`src/rtl/regfile_sb_pkg.sv`:
```
// Shared types for the regfile_sb register file and its load scoreboard.
// Latency: n/a (types and constants only).
// Backpressure: n/a; decode stalls on rd_busy_o, no handshake.
package regfile_sb_pkg;

    // Default configuration: 32 registers, 5-bit addresses.
    localparam int REGFILE_DEPTH = 32;

    typedef logic [4:0] regaddr_t;  // register address
    typedef logic [5:0] size_t;     // 0..REGFILE_DEPTH

    // Reason err_o was raised in a given cycle.
    typedef enum logic [1:0] {
        RF_ERR_NONE       = 2'd0,
        RF_ERR_ISSUE_BUSY = 2'd1,   // load issued to a register with a load outstanding
        RF_ERR_RET_IDLE   = 2'd2    // load returned to a register with no load outstanding
    } rf_err_e;

endpackage

```
`src/rtl/regfile_sb_if.sv`:
```
// Operand read, ALU writeback and load issue/return bundle for regfile_sb.
// Latency: n/a (wires only).
// Backpressure: none; the master stalls itself on rd_busy_o.
interface regfile_sb_if #(
    parameter int DATA_WIDTH = 32,
    parameter int ADDR_WIDTH = 5,
    parameter int READ_PORTS = 2
);
    logic [READ_PORTS*ADDR_WIDTH-1:0] rd_addr_i;
    logic [READ_PORTS*DATA_WIDTH-1:0] rd_data_o;
    logic [READ_PORTS-1:0]            rd_busy_o;
    logic                             wr_en_i;
    logic [ADDR_WIDTH-1:0]            wr_addr_i;
    logic [DATA_WIDTH-1:0]            wr_data_i;
    logic                             ld_issue_i;
    logic [ADDR_WIDTH-1:0]            ld_issue_addr_i;
    logic                             ld_wr_en_i;
    logic [ADDR_WIDTH-1:0]            ld_wr_addr_i;
    logic [DATA_WIDTH-1:0]            ld_wr_data_i;

    modport master (
        output rd_addr_i, wr_en_i, wr_addr_i, wr_data_i,
               ld_issue_i, ld_issue_addr_i, ld_wr_en_i, ld_wr_addr_i, ld_wr_data_i,
        input  rd_data_o, rd_busy_o
    );

    modport slave (
        input  rd_addr_i, wr_en_i, wr_addr_i, wr_data_i,
               ld_issue_i, ld_issue_addr_i, ld_wr_en_i, ld_wr_addr_i, ld_wr_data_i,
        output rd_data_o, rd_busy_o
    );
endinterface

```
`src/rtl/regfile_scoreboard.sv`:
```
// Per-register load-outstanding bits, pending-load counter and sticky protocol error.
// Latency: updates land at the clock edge; outputs are the registered state.
// Backpressure: none; issue/return are accepted every cycle, misuse raises err_o.
import regfile_sb_pkg::*;

module regfile_scoreboard #(
    parameter int ADDR_WIDTH = 5,
    parameter int DEPTH      = 1 << ADDR_WIDTH
) (
    input  logic                  clk,
    input  logic                  reset_i,
    input  logic                  issue_i,
    input  logic [ADDR_WIDTH-1:0] issue_addr_i,
    input  logic                  ret_i,
    input  logic [ADDR_WIDTH-1:0] ret_addr_i,
    output logic [DEPTH-1:0]      busy_o,
    output logic [ADDR_WIDTH:0]   pending_o,
    output logic                  err_o
);
    logic [DEPTH-1:0]    busy_q, busy_d;
    logic [ADDR_WIDTH:0] pending_q, pending_d;
    logic                err_q, err_d;
    logic                issue_v, ret_v, same_addr, inc, dec;
    rf_err_e             cause;

    // Next busy/count/error state; register 0 is never tracked.
    always_comb begin
        issue_v   = issue_i && (issue_addr_i != '0);
        ret_v     = ret_i && (ret_addr_i != '0);
        same_addr = issue_v && ret_v && (issue_addr_i == ret_addr_i);
        // Counter follows 0->1 and 1->0 transitions of busy bits. A return
        // paired with a new issue on the same register leaves the bit set.
        inc       = issue_v && !busy_q[issue_addr_i];
        dec       = ret_v && busy_q[ret_addr_i] && !same_addr;

        busy_d = busy_q;
        if (ret_v)   busy_d[ret_addr_i]   = 1'b0;
        if (issue_v) busy_d[issue_addr_i] = 1'b1;

        pending_d = pending_q + (ADDR_WIDTH+1)'(inc) - (ADDR_WIDTH+1)'(dec);

        cause = RF_ERR_NONE;
        if (ret_v && !busy_q[ret_addr_i])
            cause = RF_ERR_RET_IDLE;
        else if (issue_v && busy_q[issue_addr_i] && !same_addr)
            cause = RF_ERR_ISSUE_BUSY;
        err_d = err_q || (cause != RF_ERR_NONE);
    end

    // Scoreboard state registers, cleared asynchronously.
    always_ff @(posedge clk or posedge reset_i) begin
        if (reset_i) begin
            busy_q    <= '0;
            pending_q <= '0;
            err_q     <= 1'b0;
        end else begin
            busy_q    <= busy_d;
            pending_q <= pending_d;
            err_q     <= err_d;
        end
    end

    // The counter must always equal the number of set busy bits.
    always_ff @(posedge clk) begin
        if (!reset_i) assert (int'(pending_q) == $countones(busy_q));
    end

    assign busy_o    = busy_q;
    assign pending_o = pending_q;
    assign err_o     = err_q;
endmodule

```
`src/rtl/regfile_sb.sv`:
```
// Multi-read-port register file with ALU (A) and load (B) writeback plus load scoreboard.
// Latency: reads combinational; writes visible next cycle (same cycle with REGFILE_BYPASS_EN).
// Backpressure: none; rd_busy_o tells decode to stall on an outstanding load.
import regfile_sb_pkg::*;

module regfile_sb #(
    parameter int DATA_WIDTH = 32,
    parameter int ADDR_WIDTH = 5,
    parameter int READ_PORTS = 2
) (
    input  logic                clk,
    input  logic                reset_i,
    regfile_sb_if.slave         rf_bus,
    output logic [ADDR_WIDTH:0] pending_o,
    output logic                err_o
);
    localparam int DEPTH = 1 << ADDR_WIDTH;

    logic [DATA_WIDTH-1:0] mem_q [DEPTH];
    logic [DEPTH-1:0]      busy;

    regfile_scoreboard #(.ADDR_WIDTH(ADDR_WIDTH), .DEPTH(DEPTH)) u_sb (
        .clk          (clk),
        .reset_i      (reset_i),
        .issue_i      (rf_bus.ld_issue_i),
        .issue_addr_i (rf_bus.ld_issue_addr_i),
        .ret_i        (rf_bus.ld_wr_en_i),
        .ret_addr_i   (rf_bus.ld_wr_addr_i),
        .busy_o       (busy),
        .pending_o    (pending_o),
        .err_o        (err_o)
    );

    // Register array; port B is written last so it wins a same-address collision.
    always_ff @(posedge clk or posedge reset_i) begin
        if (reset_i) begin
            for (int i = 0; i < DEPTH; i++) mem_q[i] <= '0;
        end else begin
            if (rf_bus.wr_en_i && (rf_bus.wr_addr_i != '0))
                mem_q[rf_bus.wr_addr_i] <= rf_bus.wr_data_i;
            if (rf_bus.ld_wr_en_i && (rf_bus.ld_wr_addr_i != '0))
                mem_q[rf_bus.ld_wr_addr_i] <= rf_bus.ld_wr_data_i;
        end
    end

    for (genvar k = 0; k < READ_PORTS; k++) begin : g_rd
        logic [ADDR_WIDTH-1:0] addr;
        logic [DATA_WIDTH-1:0] data;
        logic                  bsy;

        assign addr = rf_bus.rd_addr_i[k*ADDR_WIDTH +: ADDR_WIDTH];

`ifdef REGFILE_BYPASS_EN
        // Read mux with same-cycle forwarding of in-flight writes (B over A).
        always_comb begin
            data = mem_q[addr];
            bsy  = busy[addr];
            if (!reset_i && (addr != '0)) begin
                if (rf_bus.ld_wr_en_i && (rf_bus.ld_wr_addr_i == addr)) begin
                    data = rf_bus.ld_wr_data_i;
                    if (!(rf_bus.ld_issue_i && (rf_bus.ld_issue_addr_i == addr)))
                        bsy = 1'b0;
                end else if (rf_bus.wr_en_i && (rf_bus.wr_addr_i == addr)) begin
                    data = rf_bus.wr_data_i;
                end
            end
        end
`else
        // Read mux straight from registered state; r0 is never written so reads 0.
        always_comb begin
            data = mem_q[addr];
            bsy  = busy[addr];
        end
`endif

        assign rf_bus.rd_data_o[k*DATA_WIDTH +: DATA_WIDTH] = data;
        assign rf_bus.rd_busy_o[k] = bsy;
    end
endmodule

```
`src/flat_wrapper.sv`:
```
// flat-port wrapper written by rule: the top's interface ports become plain ports
module regfile_sb_flat 
#(
    parameter int DATA_WIDTH = 32,
    parameter int ADDR_WIDTH = 5,
    parameter int READ_PORTS = 2
)
  (clk, reset_i, pending_o, err_o, rf_bus_rd_addr_i, rf_bus_wr_en_i, rf_bus_wr_addr_i, rf_bus_wr_data_i, rf_bus_ld_issue_i, rf_bus_ld_issue_addr_i, rf_bus_ld_wr_en_i, rf_bus_ld_wr_addr_i, rf_bus_ld_wr_data_i, rf_bus_rd_data_o, rf_bus_rd_busy_o);
  regfile_sb_if #(.DATA_WIDTH(DATA_WIDTH), .ADDR_WIDTH(ADDR_WIDTH), .READ_PORTS(READ_PORTS)) rf_bus_i ();
  input  logic clk;
  input  logic reset_i;
  output logic [ADDR_WIDTH:0] pending_o;
  output logic err_o;
  input wire logic [$bits(rf_bus_i.rd_addr_i)-1:0] rf_bus_rd_addr_i;
  input wire logic [$bits(rf_bus_i.wr_en_i)-1:0] rf_bus_wr_en_i;
  input wire logic [$bits(rf_bus_i.wr_addr_i)-1:0] rf_bus_wr_addr_i;
  input wire logic [$bits(rf_bus_i.wr_data_i)-1:0] rf_bus_wr_data_i;
  input wire logic [$bits(rf_bus_i.ld_issue_i)-1:0] rf_bus_ld_issue_i;
  input wire logic [$bits(rf_bus_i.ld_issue_addr_i)-1:0] rf_bus_ld_issue_addr_i;
  input wire logic [$bits(rf_bus_i.ld_wr_en_i)-1:0] rf_bus_ld_wr_en_i;
  input wire logic [$bits(rf_bus_i.ld_wr_addr_i)-1:0] rf_bus_ld_wr_addr_i;
  input wire logic [$bits(rf_bus_i.ld_wr_data_i)-1:0] rf_bus_ld_wr_data_i;
  output wire logic [$bits(rf_bus_i.rd_data_o)-1:0] rf_bus_rd_data_o;
  output wire logic [$bits(rf_bus_i.rd_busy_o)-1:0] rf_bus_rd_busy_o;
  assign rf_bus_i.rd_addr_i = rf_bus_rd_addr_i;
  assign rf_bus_i.wr_en_i = rf_bus_wr_en_i;
  assign rf_bus_i.wr_addr_i = rf_bus_wr_addr_i;
  assign rf_bus_i.wr_data_i = rf_bus_wr_data_i;
  assign rf_bus_i.ld_issue_i = rf_bus_ld_issue_i;
  assign rf_bus_i.ld_issue_addr_i = rf_bus_ld_issue_addr_i;
  assign rf_bus_i.ld_wr_en_i = rf_bus_ld_wr_en_i;
  assign rf_bus_i.ld_wr_addr_i = rf_bus_ld_wr_addr_i;
  assign rf_bus_i.ld_wr_data_i = rf_bus_ld_wr_data_i;
  assign rf_bus_rd_data_o = rf_bus_i.rd_data_o;
  assign rf_bus_rd_busy_o = rf_bus_i.rd_busy_o;
  regfile_sb #(.DATA_WIDTH(DATA_WIDTH), .ADDR_WIDTH(ADDR_WIDTH), .READ_PORTS(READ_PORTS)) u_core (.clk(clk), .reset_i(reset_i), .rf_bus(rf_bus_i), .pending_o(pending_o), .err_o(err_o));
endmodule
```
`config.mk`:
```
export PLATFORM = sky130hd
export DESIGN_NAME = regfile_sb_flat
export DESIGN_NICKNAME = d
export VERILOG_FILES = /design/src/rtl/regfile_sb_pkg.sv /design/src/rtl/regfile_sb_if.sv /design/src/rtl/regfile_scoreboard.sv /design/src/rtl/regfile_sb.sv /design/src/flat_wrapper.sv
export SDC_FILE = /design/constraint.sdc
export NUM_CORES = 2
export LEC_CHECK = 0
export BUFFER_PORTS_ARGS = -buffer_cell sky130_fd_sc_hd__buf_4
export CORE_MARGIN = 8
export CORE_UTILIZATION = 31
export CTS_BUF_LIST = sky130_fd_sc_hd__clkbuf_16
export CTS_CLUSTER_SIZE = 20
export DETAILED_ROUTE_END_ITERATION = 10
export HOLD_SLACK_MARGIN = 0.15
export PLACE_DENSITY_LB_ADDON = 0.08
export SLEW_MARGIN = 20
export SYNTH_ARGS = -nofsm -noshare
export SYNTH_HDL_FRONTEND = slang
export SYNTH_SLANG_ARGS = --single-unit
```
`constraint.sdc`:
```
create_clock -name clk -period 101.3 [get_ports clk]
set_input_delay 10.13 -clock clk [delete_from_list [all_inputs] [get_ports clk]]
set_output_delay 10.13 -clock clk [all_outputs]
set_load 0.005 [all_outputs]
```
* Word level (Yosys, flattened, before mapping)
Cells that the tools add are included.
Storage, ports and cells: register bits 1063, bits in latches 0, memory bits (writable) 0, ROM bits 0, input bits 94, output and inout bits 73, logic and storage cells 110, memories 0
Operators by class: add/sub/neg operators 2, multipliers 0, div/mod/pow operators 0, magnitude comparators 12, eq/ne operators 1, shifts and indexed selects 0, muxes and demuxes 30, bitwise operators 7, reductions and logical operators 23
Operator list (number):
- bitwise mux 1024 bit | 2
- 2-to-1 mux 1024 bit | 2
- binary-select mux 32 bit (select 5 bit) | 2
- demux 32 bit (select 5 bit) | 2
- 2-to-1 mux 32 bit | 8
- bitwise AND 32 bit | 1
- NOT 32 bit | 1
- OR 32 bit | 1
- greater-or-equal comparator 6 bit (second input constant) | 4
- < comparator 5 x 6 -> 1 bit (second input constant) | 4
- NOT 5 -> 6 bit | 4
- binary-select mux 1 bit (select 5 bit) | 4
- logical AND 1 bit | 15
- nonzero test 5 bit | 3
- < comparator 6 x 1 -> 1 bit (second input constant) | 2
- demux 1 bit (select 5 bit) | 2
- greater-or-equal comparator 5 x 1 -> 1 bit (second input constant) | 2
- 2-to-1 mux 1 bit | 7
- adder 6 x 1 -> 6 bit | 1
- subtractor 6 x 1 -> 6 bit | 1
- == test 5 bit | 1
- zero test 1 bit | 3
- 2-to-1 mux 2 bit | 1
- nonzero test 2 bit | 1
- logical OR 1 bit | 1

* Logic depth before layout (Yosys ltp)
depth after elaboration 10, depth in mapped cells 16, depth with buffers taken out 14

* By module
A second synthesis with hierarchy kept.
Second synthesis, totals: cell total of the unflattened synthesis 7303, area total of the unflattened synthesis 67546.0 µm²
By module, submodules not included:
- regfile_sb | times used 1, cells an instance 7071, area each 65195.0 µm², seq. area each 25624.6 µm²
- regfile_scoreboard | times used 1, cells an instance 232, area each 2351.0 µm², seq. area each 975.9 µm²

* Worst setup path after synthesis
Ideal clock, no wire load.
path type input port to output port, start input port rf_bus_rd_addr_i[0], end output port rf_bus_rd_busy_o[0], arrival time 12008 ps, data required time 91170 ps, path slack 79162 ps, cell stages on the path 7, buffers on the path 4, cell sequence buf_2 -> buf_6 -> buf_2 -> mux4_2 -> mux4_2 -> mux2_2 -> buf_4
On the way: longest elaborated chain between the ends 2
RTL lines:
- start, declared | RTL line flat_wrapper.sv:14 | input wire logic [$bits(rf_bus_i.rd_addr_i)-1:0] rf_bus_rd_addr_i;
- binary-select mux 1 bit (select 5 bit) | RTL line regfile_sb.sv:72 | bsy = busy[addr];
- 2-to-1 mux 1 bit (implied by the code) | RTL line regfile_sb.sv:72
- end, declared | RTL line flat_wrapper.sv:24 | output wire logic [$bits(rf_bus_i.rd_busy_o)-1:0] rf_bus_rd_busy_o;
No other way between the ends. The select of a mux whose other input is x is not followed.

* Worst setup path in the final report
start input port rf_bus_rd_addr_i[5], end output port rf_bus_rd_data_o[42]
On the way: longest elaborated chain between the ends 4
RTL lines:
- NOT 5 -> 6 bit (implied by the code) | RTL line regfile_sb.sv:71 | data = mem_q[addr];
- binary-select mux 32 bit (select 5 bit) | RTL line regfile_sb.sv:71
- 2-to-1 mux 32 bit (implied by the code) (2 in series) | RTL line regfile_sb.sv:71
- end, declared | RTL line flat_wrapper.sv:23 | output wire logic [$bits(rf_bus_i.rd_data_o)-1:0] rf_bus_rd_data_o;
No other way between the ends. The select of a mux whose other input is x is not followed.

==> impl_metrics.csv <==
group,metric,value,unit
sta,skew,0.0222,ns
logic_synthesis,ys.warnings.count,0,
logic_synthesis,yosysUniqueCellTypes,49,
logic_synthesis,ys_seq_elements,1063,
critical_path,reg2reg_depth,13,
critical_path,critPathLaunch,"rf_bus_rd_addr_i[5]",
floorplanning,die-area,227000,um^2
drt,drt_pass1_iterations,5,
global_routing,antenna_found_initial,16,
sta,relSlewSlack,18.5,%
logic_synthesis,ys_async_sr_fraction,100,%
power_and_ir_drop,p_sw,465,uW
logic_synthesis,syn-num-nets,5932,
min_path,hold_class,"flip-flop to flip-flop",
drt,initialDrtViolationCount,4944,
power_and_ir_drop,p_leak,0.0306,uW
critical_path,critical_path_class,"input port to output pin",
clock_network,clockBufferDepth,3,
critical_path,arrival,14.32,ns
logic_synthesis,ys_seq_area_share,40.5,%
sta,holdWs,0.395,ns
logic_synthesis,ys.flop_type,"dfrtp_1",
floorplanning,ios,167,
clock_network,clock_latency,0.80,ns
sta,slew_violations,0,
sta,rsz0062_at_grt,"no",
cells_and_area,syn2layout_area_growth,11.7,%
power_and_ir_drop,clockPowerShare,32.6,%
global_routing,grt_pass1_wl,408,mm
power_and_ir_drop,comb_power_share,25.4,%
cells_and_area,n_fill_cell,20800,
cells_and_area,layout_common_cells,"dfrtp_1, mux2i_1, mux4_2",
min_path,hold_start,"u_core.mem_q[992]",
sta,tightest_slew,1.22,ns
logic_synthesis,syn-mean-instance-area,11.3,um^2
critical_path,end_kind,"output pin",
clock_network,cts_resized,0,
logic_synthesis,syn-cell-area,65600,um^2
run_status,status,"completed",
logic_synthesis,syn_inst,5831,
power_and_ir_drop,ir_drop,0.0178,mV
critical_path,required,91.17,ns
placement,dp_hpwl,162,mm
power_and_ir_drop,finalPower,1500,uW
floorplanning,start_util,31.1,%
global_routing,grt.busiest_layer,"met2",
clock_network,cts_sinks,1063,
critical_path,r2r_start,"u_core.u_sb.busy_o[18]",
clock_network,cts_hold_buf,0,
floorplanning,core_area,211000,um^2
global_routing,met2_usage,40.4,%
placement,dpl-instance-area,68900,um^2
critical_path,reg2reg_setup_slack,98.19,ns
placement,port_buffers,166,
logic_synthesis,synth-edff-count,0,
cells_and_area,drive_gt1_share,22.5,%
sta,fin_tns_setup,0,ns
power_and_ir_drop,power_density,20.4,nW/um^2
sta,fin_crit,24.45,ns
global_routing,grt_overflow,0,
floorplanning,die_w,476,um
global_routing,use_met1,36.0,%
cells_and_area,fin_area,73300,um^2
drt,vias_per_cell,5.74,
drt,vias,48500,
sta,finalHoldViolCount,0,
drt,wl_per_cell,34.5,um
floorplanning,rows,169,
drt,drc_errors,0,
job,drv_cap,0,
clock_network,cts_tree,"done",
global_routing,track_usage,25.3,%
placement,gp_congestion,0.777,
critical_path,reg2reg_to,"u_core.u_sb.pending_o[4]",
clock_network,cts_made_buffers,143,
power_and_ir_drop,p_int,1030,uW
critical_path,critPathCapture,"rf_bus_rd_data_o[42]",
global_routing,grt_max_degree,145,
clock_network,path_clk_slew,0.05,ns
clock_network,h-tree-depth,4,
drt,ant_nets,0,
clock_network,cts_setup_buffers,0,
global_routing,met3_usage,4.15,%
drt,wl,292,mm
floorplanning,chipHeight,476,um
cells_and_area,nets,5628,
sta,setup_viol,0,
sta,clock.fmax,0.0409,GHz
power_and_ir_drop,p_sw_share,31.1,%
cells_and_area,final_common_cell,"dfrtp_1",
critical_path,cp_max_fo,62,
clock_network,root_buffer,"clkbuf_16",
critical_path,worstSetupStartpointType,"input port",
global_routing,first_global_vias,48000,
sta,min_period_over_period,24.1,%
power_and_ir_drop,pwr-share-seq,42.1,%
[worst min path at each step]
stage | endpoint | depth (start not counted)
5_1_grt | u_core.mem_q[1015] | 0
3_3_place_gp | u_core.mem_q[1013] | 0
4_1_cts | u_core.mem_q[1018] | 0
2_1_floorplan | u_core.mem_q[1000] | 1
6_report | u_core.mem_q[992] | 0
3_5_place_dp | u_core.mem_q[1018] | 0
[per-layer routing]
metal | vias up | wire (um)
met4 | 4 | 8200
met3 | 374 | 16700
met5 | - | 28
met1 | 25600 | 131000
li1 | 20800 | -
met2 | 1711 | 136000
[cells in the mapped netlist (4+ instances only)]
library cell     n  area (um^2)
a21oi_1        563         2820
a22o_1           4         35.0
a22oi_1          6         45.0
a32o_1           4         40.0
a32oi_1         66          578
and3_1           5         31.3
buf_1           73          274
buf_2          122          611
buf_4           19          143
buf_6            6         67.6
clkbuf_1       509         1910
dfrtp_1       1063        26600
ha_1             6         75.1
inv_1           20         75.1
mux2_2          66          743
mux2i_1        935         9360
mux4_2         664        15000
nand2_1        519         1950
nand2b_1        14         87.6
nand3_1         17         85.1
nand4_1          5         31.3
nor2_1         609         2290
nor2b_1         14         87.6
nor3_1           4         20.0
o211ai_1         4         30.0
o21ai_0        442         2210
o21ai_1         29          145
o22ai_1          4         25.0
or2_2            7         43.8
xnor2_1          9         78.8
[cell families (layout without fill, tap and decap cells)]
kind of cell	Yosys count	count (layout)	share of synthesized area, %
simple gates	1205	1205	7.16
compound gates	1132	1132	9.15
mux	1665	1665	38.2
other cells	0	3	0
fa+ha+maj	7	7	0.145
flops	1063	1063	40.5
xor+xnor	10	10	0.133
buf+inv	749	558	4.69
[final cells by class]
type | instances | area (um^2) | area share (%)
multi-input combinational | 4019 | 36400 | 49.7
sequential | 1063 | 26600 | 36.3
clock buffer | 148 | 3700 | 5.05
tap | 2821 | 3530 | 4.82
timing repair buffer | 280 | 2270 | 3.09
clock inverter | 110 | 661 | 0.902
inverter | 20 | 82.6 | 0.113
antenna | 3 | 7.51 | 0.0102
[per-stage QoR]
stage	util (%)	worst slack, ns	cells
2_1_floorplan	-	61.25	5831
3_3_place_gp	32.6	76.65	8200
3_5_place_dp	32.6	76.61	8202
4_1_cts	34.7	76.62	8460
5_1_grt	34.7	76.60	8463
6_report	34.7	76.85	8464
[worst max-delay path: stages]
cell    delay, ns
buf_8        0.62
buf_4        0.91
buf_4        0.55
buf_16       0.30
mux4_2       0.54
mux4_2       0.50
mux2_2       0.35
buf_4        0.16
[flip-flops by register name, indices dropped and copies added, names as in the netlist]
register	count
u_core.u_sb.busy_o	32
u_core.u_sb.err_o	1
u_core.u_sb.pending_o	6
u_core.mem_q	1024
[power by group through the flow]
stage / Sequential [uW] / Combinational [uW] / Clock (uW)
after detailed placement: 632 / 384 / 0
after global routing: 643 / 415 / 515
after global placement: 632 / 376 / 0
after CTS: 627 / 383 / 500
final: 630 / 380 / 488
after floorplan: 598 / 289 / 0
Note: power is estimated with default switching activity, not from simulation.
